## src/rtl/rand_weight_init.sv

```systemverilog
// Random weight initialiser: seeds and steps an external LFSR/CA generator, scales each
// 32-bit sample into a signed fixed-point weight and writes one weight per memory address.
module rand_weight_init #(
    parameter int DATA_W    = 16,
    parameter int ADDR_W    = 10,
    parameter int NUM_WORDS = 1024,
    parameter int WARMUP    = 64,
    parameter int SHIFT     = 4,
    parameter int SEED_W    = 43
) (
    input  logic              clock,
    input  logic              reset,
    input  logic              start,
    input  logic [SEED_W-1:0] seed_in,
    output logic [SEED_W-1:0] prng_seed,
    output logic              prng_reset,
    output logic              prng_enable,
    output logic              prng_fetch,
    input  logic [31:0]       prng_sample,
    output logic              mem_we,
    output logic [ADDR_W-1:0] mem_addr,
    output logic [DATA_W-1:0] mem_wdata,
    input  logic              mem_ready,
    output logic              busy,
    output logic              done
);

    localparam int CNT_W = (WARMUP > 1) ? $clog2(WARMUP) : 1;
    localparam logic [CNT_W-1:0]  WARM_LAST = CNT_W'((WARMUP > 0) ? WARMUP - 1 : 0);
    localparam logic [ADDR_W-1:0] ADDR_LAST = ADDR_W'(NUM_WORDS - 1);

    typedef enum logic [2:0] {
        StIdle,
        StSeed,
        StWarm,
        StFetch,
        StCapt,
        StWrite,
        StDone
    } state_e;

    state_e            state_q, state_d;
    logic [CNT_W-1:0]  warm_cnt_q, warm_cnt_d;
    logic [ADDR_W-1:0] addr_q, addr_d;
    logic [DATA_W-1:0] wdata_q, wdata_d;
    logic [SEED_W-1:0] seed_q, seed_d;
    logic              prng_reset_q, prng_enable_q, prng_fetch_q;
    logic              mem_we_q, busy_q, done_q;

    // Low DATA_W bits of the sample taken as signed, then arithmetic shift sets the range.
    logic signed [DATA_W-1:0] sample_trunc;
    logic signed [DATA_W-1:0] sample_scaled;

    assign sample_trunc  = prng_sample[DATA_W-1:0];
    assign sample_scaled = sample_trunc >>> SHIFT;

    if (DATA_W < 32) begin : g_unused_sample
        logic unused_sample_bits;
        assign unused_sample_bits = ^prng_sample[31:DATA_W];
    end

    always_comb begin
        state_d    = state_q;
        warm_cnt_d = warm_cnt_q;
        addr_d     = addr_q;
        wdata_d    = wdata_q;
        seed_d     = seed_q;
        unique case (state_q)
            StIdle: begin
                if (start) begin
                    seed_d  = seed_in;
                    state_d = StSeed;
                end
            end
            StSeed: begin
                warm_cnt_d = '0;
                addr_d     = '0;
                state_d    = (WARMUP > 0) ? StWarm : StFetch;
            end
            StWarm: begin
                if (warm_cnt_q == WARM_LAST) begin
                    state_d = StFetch;
                end else begin
                    warm_cnt_d = warm_cnt_q + 1'b1;
                end
            end
            StFetch: state_d = StCapt;
            StCapt: begin
                wdata_d = sample_scaled;
                state_d = StWrite;
            end
            StWrite: begin
                if (mem_ready) begin
                    if (addr_q == ADDR_LAST) begin
                        state_d = StDone;
                    end else begin
                        addr_d  = addr_q + 1'b1;
                        state_d = StFetch;
                    end
                end
            end
            StDone:  state_d = StIdle;
            default: state_d = StIdle;
        endcase
    end

    // Control outputs are registered copies decoded from the next state, so each one is
    // aligned with the state it belongs to.
    always_ff @(posedge clock) begin
        if (reset) begin
            state_q       <= StIdle;
            warm_cnt_q    <= '0;
            addr_q        <= '0;
            wdata_q       <= '0;
            seed_q        <= '0;
            prng_reset_q  <= 1'b0;
            prng_enable_q <= 1'b0;
            prng_fetch_q  <= 1'b0;
            mem_we_q      <= 1'b0;
            busy_q        <= 1'b0;
            done_q        <= 1'b0;
        end else begin
            state_q       <= state_d;
            warm_cnt_q    <= warm_cnt_d;
            addr_q        <= addr_d;
            wdata_q       <= wdata_d;
            seed_q        <= seed_d;
            prng_reset_q  <= (state_d == StSeed);
            prng_enable_q <= (state_d == StWarm) || (state_d == StFetch);
            prng_fetch_q  <= (state_d == StFetch);
            mem_we_q      <= (state_d == StWrite);
            busy_q        <= (state_d != StIdle);
            done_q        <= (state_d == StDone);
        end
    end

    assign prng_seed   = seed_q;
    assign prng_reset  = prng_reset_q;
    assign prng_enable = prng_enable_q;
    assign prng_fetch  = prng_fetch_q;
    assign mem_we      = mem_we_q;
    assign mem_addr    = addr_q;
    assign mem_wdata   = wdata_q;
    assign busy        = busy_q;
    assign done        = done_q;

endmodule

```

## config.mk

```make
export PLATFORM = sky130hd
export DESIGN_NAME = rand_weight_init
export DESIGN_NICKNAME = d
export VERILOG_FILES = /design/src/rtl/rand_weight_init.sv
export SDC_FILE = /design/constraint.sdc
export NUM_CORES = 1
export LEC_CHECK = 0
export BUFFER_PORTS_ARGS = -buffer_cell sky130_fd_sc_hd__buf_2
export CORE_MARGIN = 2
export CORE_UTILIZATION = 46
export DETAILED_ROUTE_END_ITERATION = 8
export PLACE_DENSITY = 0.78
export SYNTH_ARGS = -nofsm -noshare
export SYNTH_HDL_FRONTEND = slang
export SYNTH_SLANG_ARGS = --single-unit
```

## constraint.sdc

```tcl
create_clock -name clock -period 2.25 [get_ports clock]
set_clock_uncertainty 0.05 [all_clocks]
set_input_delay 0.45 -clock clock [delete_from_list [all_inputs] [get_ports clock]]
set_output_delay 0.45 -clock clock [all_outputs]
set_load 0.02 [all_outputs]
```

# --- Word level (Yosys, flattened, before mapping) ---
# Index checks and enable logic that the tools add are counted.
# Widths: inputs -> output; s select.
totals:
  output_inout_bits: 75
  register_bits: 80
  wordCells: 46
  input_bits: 79
op_classes:
  reduce_logical: 8
  mux: 10
  n_eq_ne: 15
  addsub: 2
op_table:
  columns: ["op", "count"]
  rows:
  - ["$mux 10", 2]
  - ["$pmux 10 s2", 1]
  - ["$pmux 3 s6", 1]
  - ["$eq 3x2->1 const B", 4]
  - ["$eq 3x3->1 const B", 4]
  - ["$mux 3", 4]
  - ["$pmux 6 s2", 1]
  - ["$add 10x1->10 const B", 1]
  - ["$eq 10x10->1 const B", 1]
  - ["$add 6x1->6 const B", 1]
  - ["$eq 3x1->1 const B", 2]
  - ["$eq 6x6->1 const B", 1]
  - ["$mux 6", 1]
  - ["$ne 2x2->1 const B", 3]
  - ["$reduce_and 2->1", 2]
  - ["$reduce_bool 2->1", 2]
  - ["$logic_not 3->1", 1]
  - ["$reduce_and 3->1", 1]
  - ["$reduce_bool 3->1", 1]
  - ["$logic_or 1x1->1", 1]

# --- Longest topological paths before layout ---
# Gate-level depths: netlist (run 1).
depth:
  word_depth: 6
  ltp_mapped: 7
  ltp_nobuf: 5

# --- Worst setup path after synthesis (run 1) ---
# OpenSTA, ideal clock, no wires.
synth_timing:
  kind: "register to register"
  start: "register addr_q[0] (netlist: mem_addr[0])"
  end: "register done_q (netlist: done)"
  slack_ns: 0.509
  stages_incl_launch_ff: 6
  synth_period_minus_slack_ns: 1.741
  required_ns: 2.140
  n_path_buf: 0
  arrival_ns: 1.631
  setup_time_ns: 0.060
  path_cell_list: "dfxtp_1 > ha_1 > nand4_1 > o311a_1 > a311oi_2 > and3b_1"
synth_between:
  elab_chain_cells: 5
synth_rtl:
  columns: ["element", "line_no", "source"]
  rows:
  - ["from (decl)", "44", "logic [ADDR_W-1:0] addr_q, addr_d;"]
  - ["from (signal assigned)", "125", "addr_q <= addr_d;"]
  - ["$eq 10x10->1", "94", "if (addr_q == ADDR_LAST) begin"]
  - ["$mux 3", "94", null]
  - ["$mux 3", "93", "if (mem_ready) begin"]
  - ["$pmux 3 s6", "68", "unique case (state_q)"]
  - ["$eq 3x3->1", "133", "done_q <= (state_d == StDone);"]
  - ["to (signal assigned)", "133", null]
  - ["to (decl)", "48", "logic mem_we_q, busy_q, done_q;"]
# No other way between the ends.
# A chain may end at the register's enable or synchronous reset.

# --- Worst setup path in the final report (run 1) ---
layout_timing:
  start: "register state_q[1]"
  end: "register seed_q[29] (netlist: prng_seed[29])"
layout_between:
  elab_chain_cells: 2
layout_rtl:
  columns: ["element", "line_no", "source"]
  rows:
  - ["from (decl)", "42", "state_e state_q, state_d;"]
  - ["from (signal assigned)", "111", "state_q <= StIdle;"]
  - ["from (signal assigned)", "123", "state_q <= state_d;"]
  - ["$logic_not 3->1", "68", null]
  - ["$reduce_and 2->1 (no line)", null, null]
  - ["to (signal assigned)", "115", "seed_q <= '0;"]
  - ["to (signal assigned)", "127", "seed_q <= seed_d;"]
  - ["to (decl)", "46", "logic [SEED_W-1:0] seed_q, seed_d;"]
# No other way between the ends.

==> metrics, run 1 <==
run status=finished clean; width of the chip=87.5 µm; Yosys warnings=0; commonest cells in the netlist=sky130_fd_sc_hd__nand2_1 (125), sky130_fd_sc_hd__dfxtp_1 (80), sky130_fd_sc_hd__a21oi_1 (68); depth of the worst register-to-register path=5; post-placement cell area=3930 µm²; P_int=2.19 mW; endpoint of the lowest-slack register-to-register path=prng_seed[29]$_SDFFE_PP0P_; worst reg2reg setup slack=300 ps; number of storage elements in the synthesis netlist=80; Detailed Place HPWL=5.44 mm; Syn Inst Count=397; Longest Clk Path Bufs=2; num rows=30; WS Path Type=reg -> reg; post-DR wirelength/cell=12.6 µm; via/cell ratio=5.15; area added between synthesis and finish=28.6%; Post-Layout Inst Area=4120 µm²; largest cells by area after synthesis=sky130_fd_sc_hd__dfxtp_1 (50%), sky130_fd_sc_hd__nand2_1 (15%), sky130_fd_sc_hd__a21oi_1 (11%), sky130_fd_sc_hd__buf_2 (1.6%), sky130_fd_sc_hd__clkbuf_1 (1.5%); dominant synthesized flop cell=sky130_fd_sc_hd__dfxtp_1; die footprint=7650 µm²; Highest Clock Rate=512 MHz; Netlist cell types=46; most repeated cell in the gate-level netlist after synthesis=sky130_fd_sc_hd__nand2_1; Post-CTS Repair Setup Buffers=0; net count after synthesis=478; adder and majority cell fraction of the synthesized area=0.781%; final period demand of the worst path=1950 ps; total leakage power=1.87 nW; first-pass GRT wire length=12.0 mm; initial detailed-routing violation count=139; clock input transition at the sequential cells of the worst setup and hold paths=90 ps; Final #Nets=603; fin crit share=86.9%; post-synthesis async set-or-reset flop share=0%; Maximum Capacitance Violations=0; min-delay worst type=in -> reg; I/O pin total=154; Die Y=87.5 µm; dominant cell type by area after synthesis=sky130_fd_sc_hd__dfxtp_1; CTS HTree Levels=3; portion of synthesized cell area occupied by the leading cell type=50.0%; detailed-route DRC error count=0; vias in the first global route=2682; number of max-slew violations in the final report=0; TritonCTS clock tree=yes; arrival time of the worst setup path=2150 ps; clock sink total=80; share of cell area taken by muxes after synthesis=0.625%; worst-case hold path end point=prng_seed[6]$_SDFFE_PP0P_; launching point of the worst reg2reg path=state_q[1]$_SDFF_PP0_; pin count of the biggest net entering global routing=62; mean post-synth cell area=8.07 µm²; Power Density=738 nW/µm²; overall routing resource usage=19.7%; share of power burned in combinational logic=15.5%; largest family of logic cells by synthesized area=simple AND/OR/NAND/NOR gates; sw power=0.854 mW; PortBufs=133; maximum vdd drop=0.432 mV; hold bufs inserted after CTS=0; element type at the critical path start=flip-flop; final antenna-violating net count=0; Hold Startpoint=seed_in[6]; share of power burned in registers=50.3%; cell area after synthesis=3200 µm²; routed via count=3128; initial antenna violation count=0; crit path max fanout=22; initial core utilization=47.4%; setup repair after global routing missed its margin=false; proportion of power drawn by the clock network=34.2%; cell depth of the worst hold path=3; area fraction in compound gates after synthesis=18.2%; DR pass1 iterations=4; final estimated routing congestion in global placement=0.811; count of final setup violators=0; Inserted Diodes=0; count of endpoints failing hold in the final timing report=0; Clk Latency, worst-skew pair=340 ps; Core Region=6760 µm²; transition at the pin with the smallest max-transition slack=624 ps; Slew HR=58.4%; Setup crit end kind=flip-flop; Req. time, crit path=2440 ps; Clock Root Buffer=sky130_fd_sc_hd__clkbuf_8; count of flip-flops with a built-in enable after synthesis=0; CTS resizes=0; post-synthesis simple-gate area fraction=24.7%; Total Wirelength=7.65 mm; register area share after synthesis=50.0%; CTS Buf Count=9; GR Overflow Total=0; share of post-route cells with drive strength above 1=30.9%; switching part of the total power=28.1%; XOR/XNOR share of the synthesized area=0.547%; Setup TNS=0 ps; share of the core filled with cells in the final layout=61.0%
==> final cells by class <==
type	instances	area, µm²
Inverter	6	22.5
Fill cell	625	2640
Clock buffer	10	128
Tap cell	80	100
Timing Repair Buffer	143	766
Multi-Input combinational cell	282	1440
Clock inverter	6	67.6
Sequential cell	80	1600
==> stage by stage <==
step / hold WS (ps) / setup WS (ps) / power [mW] / instances
after floorplan: 413 / 509 / 1.86 / 397
after global placement: 389 / 398 / 2.02 / 591
after detailed placement: 393 / 354 / 2.04 / 591
after CTS: 272 / 296 / 3.08 / 607
after global routing: 270 / 158 / 3.20 / 607
final: 286 / 295 / 3.04 / 607
==> layer usage <==
| layer | wire length [µm] | track usage, % |
|---|---|---|
| met1 | 3350 | 23.9 |
| met2 | 3810 | 32.9 |
| met3 | 430 | 5.02 |
| met4 | 69 | 8.11 |
| met5 | 0 | 0 |
==> sequential cells by signal, summed over array words and instances (netlist names) <==
| signal | cells |
|---|---|
| mem_wdata | 12 |
| state_q | 3 |
| mem_we | 1 |
| mem_addr | 10 |
| busy | 1 |
| done | 1 |
| prng_reset | 1 |
| prng_enable | 1 |
| prng_fetch | 1 |
| prng_seed | 43 |
| warm_cnt_q | 6 |
==> critical path, cell delays in order (launching register included) <==
cell and delay [ps]:
sky130_fd_sc_hd__dfxtp_1 480, sky130_fd_sc_hd__nor3_1 420, sky130_fd_sc_hd__and2_1 440, sky130_fd_sc_hd__buf_12 210, sky130_fd_sc_hd__nand2_1 60, sky130_fd_sc_hd__a21oi_1 190
==> logic make-up after synthesis <==
family          count (synthesis)
simple gates                  177
compound gates                 99
flops                          80
buf+inv                        35
xor+xnor                        2
mux                             2
fa+ha+maj                       2
==> worst max-delay path by stage <==
stage                                  start                    endpoint  slack, ps  cells after the start
floorplan           mem_addr[0]$_SDFFE_PP0P_             done$_SDFF_PP0_        510                      5
detailed placement     state_q[1]$_SDFF_PP0_  prng_seed[29]$_SDFFE_PP0P_        350                      5
finish                 state_q[1]$_SDFF_PP0_  prng_seed[29]$_SDFFE_PP0P_        300                      5
CTS                    state_q[1]$_SDFF_PP0_  prng_seed[29]$_SDFFE_PP0P_        300                      5
global route           state_q[1]$_SDFF_PP0_  prng_seed[29]$_SDFFE_PP0P_        160                      5
global placement       state_q[1]$_SDFF_PP0_  prng_seed[21]$_SDFFE_PP0P_        400                      5
==> cells in the final DEF (no fill, tap or decap), types with 4 or more instances in the layout <==
cell type / netlist / layout
sky130_fd_sc_hd__or3_1: 7 / 7
sky130_fd_sc_hd__or4_1: 4 / 4
sky130_fd_sc_hd__a21oi_1: 68 / 68
sky130_fd_sc_hd__nand3_1: 4 / 4
sky130_fd_sc_hd__buf_2: 10 / 133
sky130_fd_sc_hd__buf_4: 4 / 8
sky130_fd_sc_hd__nor2_1: 8 / 8
sky130_fd_sc_hd__clkbuf_8: 0 / 9
sky130_fd_sc_hd__nor3_1: 4 / 4
sky130_fd_sc_hd__dfxtp_1: 80 / 80
sky130_fd_sc_hd__nand2_1: 125 / 125
sky130_fd_sc_hd__inv_1: 6 / 6
sky130_fd_sc_hd__o31ai_1: 4 / 4
sky130_fd_sc_hd__nor2b_1: 4 / 4
sky130_fd_sc_hd__o21ai_0: 6 / 6
sky130_fd_sc_hd__and3_1: 4 / 4
==> power groups by stage <==
stage | combinational [mW] | sequential, mW | clock (mW)
after floorplan | 0.216 | 1.64 | 0
after global placement | 0.465 | 1.56 | 0
after detailed placement | 0.473 | 1.56 | 0
after CTS | 0.475 | 1.53 | 1.07
after global routing | 0.520 | 1.54 | 1.14
final | 0.471 | 1.53 | 1.04
Power figures use the tool's default switching activity.
==> run 2, diff against run 1 <==
- CORE_ASPECT_RATIO: not set -> 1.5
==> run 2 against run 1 <==
  * Critical path depth decreased by 1
  * Cell count decreased by 0.66%
  * Critical endpoint is now mem_addr[5]$_SDFFE_PP0P_
  * Fmax increased by 3.8%
  * Count of clock-buffer cells in the layout increased by 1
  * Die area increased by 0.18%
  * Sequential power about the same
  * Global-route usage increased by 0.24 points
  * Highest routed layer unchanged
  * Register-to-register slack improved by 70 ps
  * Worst hold slack got worse by 3.8 ps
  * Largest cell class unchanged
  * Combinational power decreased by 2%
  * Utilization decreased by 0.24 points
==> metrics, run 2 (synthesis gave the netlist of run 1 again) <==
vias in the first global route=2881 (was 2682); cell count along the critical path=4 (was 5); initial antenna violation count=0 (unchanged); GR Overflow Total=0 (unchanged); Inserted Diodes=0 (unchanged); CP max stage delay=490 ps (was 480 ps); I/O pin total=154 (unchanged); Highest Clock Rate=531 MHz (was 512 MHz); cell-by-cell listing of the critical path=nand2b_1 -> or3_1 -> or4_1 -> a21oi_1 (was nor3_1 -> and2_1 -> buf_12 -> nand2_1 -> a21oi_1); Top Family by Delay on Critical Path=simple AND/OR/NAND/NOR gates (unchanged); WS Path Type=reg -> reg (unchanged); count of endpoints failing hold in the final timing report=0 (unchanged); Longest Clk Path Bufs=2 (unchanged); slowest stage cell, crit path=sky130_fd_sc_hd__dfxtp_1 (unchanged); Buffers & Inverters on Critical Path=0 (was 1); initial core utilization=47.1% (was 47.4%); Post-CTS Repair Setup Buffers=0 (unchanged); CTS Buf Count=9 (unchanged); worst-case hold path end point=prng_seed[34]$_SDFFE_PP0P_ (was prng_seed[6]$_SDFFE_PP0P_); Slew HR=61.1% (was 58.4%); Clock Root Buffer=sky130_fd_sc_hd__clkbuf_8 (unchanged); clock input transition at the sequential cells of the worst setup and hold paths=80 ps (was 90 ps); Hold Startpoint=seed_in[34] (was seed_in[6]); total leakage power=1.88 nW (was 1.87 nW); Die Y=106 µm (was 87.5 µm); fin crit share=83.7% (was 86.9%); CP Launch Point=state_q[1]$_SDFF_PP0_ (unchanged); die footprint=7660 µm² (was 7650 µm²); detailed-route DRC error count=0 (unchanged); Req. time, crit path=2490 ps (was 2440 ps); worst reg2reg setup slack=370 ps (was 300 ps); Total Wirelength=7.67 mm (was 7.65 mm); final antenna-violating net count=0 (unchanged); share of the core filled with cells in the final layout=60.8% (was 61.0%); cell depth of the worst hold path=3 (unchanged); depth of the worst register-to-register path=4 (was 5); min-delay worst type=in -> reg (unchanged); hold bufs inserted after CTS=0 (unchanged); pin count of the biggest net entering global routing=44 (was 62); met1 routing resource usage after global routing=20.3% (was 23.9%); setup repair after global routing missed its margin=false (unchanged); worst-case hold slack=283 ps (was 286 ps); Maximum Capacitance Violations=0 (unchanged); number of flip-flops under the largest register name=43 (unchanged); post-placement cell area=3900 µm² (was 3930 µm²); worst slack after detailed placement=390 ps (was 354 ps); met3 global-route usage=3.13% (was 5.02%); run status=finished clean (unchanged); Clk Latency, worst-skew pair=350 ps (was 340 ps); initial detailed-routing violation count=171 (was 139); share of post-route cells with drive strength above 1=30.9% (about the same); most common library cell in the layout ignoring fill and taps=sky130_fd_sc_hd__buf_2 (unchanged); arrival time of the worst setup path=2120 ps (was 2150 ps); Post-Layout Inst Area=4140 µm² (was 4120 µm²); crit path max fanout=16 (was 22); commonest cells after routing, fill and taps aside=sky130_fd_sc_hd__buf_2 (133), sky130_fd_sc_hd__nand2_1 (125), sky130_fd_sc_hd__dfxtp_1 (80), sky130_fd_sc_hd__a21oi_1 (68), sky130_fd_sc_hd__clkbuf_8 (11) (was sky130_fd_sc_hd__buf_2 (133), sky130_fd_sc_hd__nand2_1 (125), sky130_fd_sc_hd__dfxtp_1 (80), sky130_fd_sc_hd__a21oi_1 (68), sky130_fd_sc_hd__clkbuf_8 (9)); DR pass1 iterations=4 (unchanged); routed via count=3075 (was 3128); gr busiest metal=met2 (unchanged); number of max-slew violations in the final report=0 (unchanged); width of the chip=72.1 µm (was 87.5 µm); num rows=37 (was 30); count of final setup violators=0 (unchanged); element type at the critical path start=flip-flop (unchanged); CTS resizes=0 (unchanged); final estimated routing congestion in global placement=0.830 (was 0.811); filler instances=656 (was 625); endpoint of the lowest-slack register-to-register path=mem_addr[5]$_SDFFE_PP0P_ (was prng_seed[29]$_SDFFE_PP0P_); maximum vdd drop=0.384 mV (was 0.432 mV); GR Util met2=37.1% (was 32.9%); Setup crit end kind=flip-flop (unchanged); post-DR wirelength/cell=12.7 µm (was 12.6 µm); Detailed Place HPWL=5.51 mm (was 5.44 mm); CTS HTree Levels=3 (unchanged); Setup TNS=0 ps (unchanged); Core Region=6810 µm² (was 6760 µm²); Final #Nets=601 (was 603); clock sink total=80 (unchanged); Power Density=778 nW/µm² (was 738 nW/µm²); area added between synthesis and finish=29.1% (was 28.6%); PortBufs=133 (unchanged); launching point of the worst reg2reg path=state_q[1]$_SDFF_PP0_ (unchanged); final period demand of the worst path=1880 ps (was 1950 ps); TritonCTS clock tree=yes (unchanged); via/cell ratio=5.10 (was 5.15); transition at the pin with the smallest max-transition slack=582 ps (was 624 ps); overall routing resource usage=19.9% (was 19.7%); first-pass GRT wire length=12.1 mm (was 12.0 mm); minimum setup slack in the final design=367 ps (was 295 ps)
-- run 2: routing by layer --
| layer | up-vias | routed length [µm] | share of wire, % |
|---|---|---|---|
| li1 | 1588 | - | - |
| met1 | 1389 | 3110 | 41 |
| met2 | 86 | 3990 | 52 |
| met3 | 12 | 411 | 5.4 |
| met4 | 0 | 157 | 2.0 |
| met5 | - | 0 | 0 |
-- run 2: final cells by class --
| type | count | area [µm²] | share of cell area [%] |
|---|---|---|---|
| clock buffers | 11 | 151 | 3.66 |
| repair buffers | 141 | 738 | 17.9 |
| well taps | 78 | 97.6 | 2.36 |
| inverters | 6 | 22.5 | 0.545 |
| flip-flops and latches | 80 | 1600 | 38.7 |
| clock inverters | 5 | 87.6 | 2.12 |
| multi-input cells | 282 | 1440 | 34.7 |
-- run 2: how the worst max path moves through the flow --
stage	endpoint	slack, ps
floorplan	done$_SDFF_PP0_	510
global placement	mem_addr[5]$_SDFFE_PP0P_	450
detailed placement	mem_addr[7]$_SDFFE_PP0P_	390
CTS	mem_addr[7]$_SDFFE_PP0P_	360
global route	mem_addr[5]$_SDFFE_PP0P_	220
finish	mem_addr[5]$_SDFFE_PP0P_	370
-- run 2: worst min-delay path: stages --
cell,delay [ps]
sky130_fd_sc_hd__buf_2,90
sky130_fd_sc_hd__nand2_1,40
sky130_fd_sc_hd__a21oi_1,50
-- run 2: metrics by stage --
| step | cells | power [mW] |
|---|---|---|
| floorplan | 397 | 1.86 |
| global placement | 587 | 2.01 |
| detailed placement | 587 | 2.03 |
| CTS | 603 | 3.26 |
| global route | 603 | 3.35 |
| finish | 603 | 3.22 |
-- run 2: power by group --
group          internal, mW  leakage, nW  total [mW]  switching (mW)
Combinational         0.173         1.11       0.460           0.287
Sequential             1.49        0.652        1.53          0.0431
Clock                 0.695        0.118        1.23           0.531
